$ cat config.mk
export PLATFORM = sky130hd
export DESIGN_NAME = palindrome_seq_ctrl
export DESIGN_NICKNAME = d
export VERILOG_FILES = /design/src/rtl/palindrome_seq_ctrl.sv
export SDC_FILE = /design/constraint.sdc
export NUM_CORES = 1
export LEC_CHECK = 0
export ABC_AREA = 1
export BUFFER_PORTS_ARGS = -buffer_cell sky130_fd_sc_hd__buf_2
export CAP_MARGIN = 5
export CORE_MARGIN = 5
export CORE_UTILIZATION = 25
export DETAILED_ROUTE_END_ITERATION = 7
export PLACE_DENSITY = 0.41
export SYNTH_ARGS = -nofsm -noshare
export SYNTH_HDL_FRONTEND = slang
export SYNTH_SLANG_ARGS = --single-unit
$ cat constraint.sdc
create_clock -name clk -period 2 [get_ports clk]
set_input_delay 0.2 -clock clk [delete_from_list [all_inputs] [get_ports clk]]
set_output_delay 0.2 -clock clk [all_outputs]
set_load 0.01 [all_outputs]
$ cat src/rtl/palindrome_seq_ctrl.sv
// Sequential palindrome checker: latches a word on start, then compares one mirrored bit pair per cycle.
// Optional PAL_EARLY_EXIT_EN ends the check on the first mismatching pair instead of scanning all pairs.
module palindrome_seq_ctrl #(
  parameter int WIDTH = 32,
  parameter int IDX_W = $clog2(WIDTH/2) + 1
) (
  input  logic             clk,
  input  logic             rst,
  input  logic             start,
  input  logic [WIDTH-1:0] word,
  output logic             busy,
  output logic             done,
  output logic             out
);

  if ((WIDTH % 2) != 0 || WIDTH < 2) begin : g_bad_width
    $error("palindrome_seq_ctrl: WIDTH must be even and >= 2");
  end

  typedef enum logic {IDLE, CHECK} state_t;

  localparam logic [IDX_W-1:0] LAST_IDX = IDX_W'(WIDTH/2 - 1);

  state_t           state;
  state_t           state_nxt;
  logic [WIDTH-1:0] wreg;
  logic [WIDTH-1:0] wrev;
  logic [IDX_W-1:0] idx;
  logic             mismatch;
  logic             pair_mm;
  logic             last_pair;
  logic             finish_chk;

  // Bit-reversed copy lets both sides of the pair be picked with the same index.
  for (genvar i = 0; i < WIDTH; i++) begin : g_rev
    assign wrev[i] = wreg[WIDTH-1-i];
  end

  assign pair_mm   = wreg[idx] ^ wrev[idx];
  assign last_pair = (idx == LAST_IDX);

`ifdef PAL_EARLY_EXIT_EN
  assign finish_chk = last_pair | pair_mm;
`else
  assign finish_chk = last_pair;
`endif

  always_comb begin
    state_nxt = state;
    busy      = 1'b0;
    case (state)
      IDLE: begin
        if (start) state_nxt = CHECK;
      end
      CHECK: begin
        busy = 1'b1;
        if (finish_chk) state_nxt = IDLE;
      end
      default: state_nxt = IDLE;
    endcase
  end

  always_ff @(posedge clk) begin
    if (rst) begin
      state    <= IDLE;
      wreg     <= '0;
      idx      <= '0;
      mismatch <= 1'b0;
      done     <= 1'b0;
      out      <= 1'b0;
    end else begin
      state <= state_nxt;
      done  <= 1'b0;
      case (state)
        IDLE: begin
          if (start) begin
            wreg     <= word;
            idx      <= '0;
            mismatch <= 1'b0;
          end
        end
        CHECK: begin
          mismatch <= mismatch | pair_mm;
          if (finish_chk) begin
            // Verdict folds in the pair compared on this same edge.
            done <= 1'b1;
            out  <= ~(mismatch | pair_mm);
          end else begin
            idx <= idx + IDX_W'(1);
          end
        end
        default: ;
      endcase
    end
  end

endmodule

==> qor.txt <==
outcome: finished, final reports clean
Top Ports: 38
Fin. Hold Viols: 0
height of the chip: 103 um
Post-CTS Resized: 0
Final Skew: 0.00252 ns
Final Cycle Share: 85.0%
total congestion overflow: 0
Worst EP arrival: 1.90 ns
Max clock buf depth: 2
fraction of layout cells with a size suffix above 1: 15.2%
Max IR drop VDD: 0.248 mV
synth-to-layout area growth: 17.4%
# Post-CTS Setup Buffers: 0
commonest non-fill, non-tap cell in the layout: nand2_1
Pins Over Slew Limit: 0
Static Leakage: 1.17 nW
crit path kind: flop to flop
Die W: 103 um
slew margin rel.: 78.5%
CP max FO: 4
antenna cells: 0
H-tree Lvls: 2
Final setup viols: 0
Design Area, Final: 2560 um^2
most frequent cells in the layout: nand2_1, nor2_1, nand3_1, dfxtp_1, buf_2
RSZ-0062 raised after global routing: no
number of routed nets with antenna violations: 0
fillcell total: 1018
f_max: 588 MHz
drt initial violations: 90
Root Driver: clkbuf_8
num rows: 34
CTS tree: built
Crit. End Element: flop
Netlist Area Pre-Place: 2180 um^2
Worst-path clk slew: 0.08 ns
initial core utilization: 25.4%
CTS Hold Bufs: 0
area of the multi-input gates: 1180 um^2
clk sinks: 41
Synth area leader: dfxtp_1
mux contribution to synthesized area: 0%
syn_area_per_cell: 6.23 um^2
DP HPWL: 4260 um
post-synthesis compound-gate area fraction: 9.40%
vias in the first global route: 2153
Synth Area in Simple Gates: 43.5%
routed length on met1: 3010 um
Worst-Margin Slew: 0.323 ns
XOR/XNOR Fraction of Synth Area: 0%
max cap viols: 0
router iterations before antenna repair: 4
Post-Syn Instances: 350
post-synthesis cell type count: 16
total global routing track utilization: 11.9%
Routed WL: 5860 um
post-synthesis sequential area ratio: 37.6%
Worst setup SP type: flop
WP data required: 2.20 ns
placed inst area: 2460 um^2
Sequential Area: 821 um^2
DR WL/cell: 11.8 um
Synthesis Warnings: 0
#FFs+latches synth: 41
metal3 WL: 250 um
total negative slack: 0 ns
PortBufs: 37
Synth Area in Adders: 1.15%
layout net count: 423
worst skew pair latency: 0.30 ns
pin count of the biggest net entering global routing: 36
Hold Path Class: input pin to flop
CTS Buf Count: 5
pwr dens: 733 nW/um^2
Core Area: 8590 um^2
Vias: 2223
full die area: 10700 um^2
WL met2: 2460 um
number of vias per cell: 4.49
syn_nets: 387
RePlAce Congestion: 0.766
top sig layer: met4
Synth area leaders: dfxtp_1, nand2_1, nand3_1
initial antenna violation count: 0
fin crit period: 1.70 ns
main combinational cell family by area after synthesis: simple AND/OR/NAND/NOR gates
first-pass GRT wire length: 9990 um
Synth top area share: 37.6%
Residual DRC: 0
==> final timing paths <==
| check | startpoint | to | slack, ns | cells past startpoint |
|---|---|---|---|---|
| max | idx[0] | idx[2] | 0.30 | 9 |
| min reg2reg | mismatch | mismatch | 0.47 | 2 |
| max reg2reg | idx[0] | idx[2] | 0.30 | 9 |
| min | rst | idx[4] | 0.12 | 2 |
==> synth_stat cells <==
cell type / number
clkinv_1: 1
nand2_1: 107
buf_6: 5
clkbuf_1: 6
a21oi_1: 6
nor3_1: 2
nand3_1: 54
buf_2: 1
o21ai_0: 35
nor2_1: 71
inv_1: 9
ha_1: 2
buf_1: 3
buf_4: 5
inv_4: 2
dfxtp_1: 41
==> kinds of logic (layout without fill, tap and decap cells) <==
family,count (synthesis),count (layout)
simple gates,234,234
compound gates,41,41
flops,41,41
buf+inv,32,69
fa+ha+maj,2,2
==> metal layers <==
metal,vias to the layer above,GRT usage (%)
met5,-,0
li1,1192,-
met1,973,16.2
met3,12,2.41
met4,0,5.18
met2,46,18.1
==> stage by stage <==
step           hold slack (ns)  utilization (%)  instances  setup slack [ns]  power (W)
2_1_floorplan            0.269                -        350             0.517    0.00120
3_3_place_gp             0.434             28.6        487             0.390    0.00130
3_5_place_dp             0.433             28.6        487             0.321    0.00130
4_1_cts                  0.107             29.8        495             0.310    0.00192
5_1_grt                  0.125             29.8        495            0.0495    0.00201
6_report                 0.117             29.8        495             0.300    0.00188
==> area by class of cell <==
class / count / area share [%]
multi-input combinational: 277 / 46.0
sequential: 41 / 32.0
timing repair buffer: 49 / 10.7
tap: 108 / 5.28
clock buffer: 7 / 3.76
inverter: 12 / 1.95
clock inverter: 1 / 0.195
==> power breakdown <==
part	leakage, nW	internal [W]	switching (W)
Combinational	0.773	0.000139	0.000213
Sequential	0.339	0.000876	0.0000483
Clock	0.0542	0.000312	0.000290
Total	1.17	0.00133	0.000551
==> worst max-delay path, stage by stage (launching register included) <==
cell and delay (ns):
dfxtp_1 0.36, ha_1 0.22, nand2_1 0.09, nor2_1 0.05, ha_1 0.20, nor2_1 0.24
nor2_1 0.10, buf_4 0.15, o21ai_0 0.15, nor2_1 0.05
==> flip-flops by register name, indices dropped and copies added, names as in the netlist <==
signal and count:
wreg 32, idx 5, mismatch 1, done 1
out 1, state 1
Note: power is estimated with default switching activity, not from simulation.
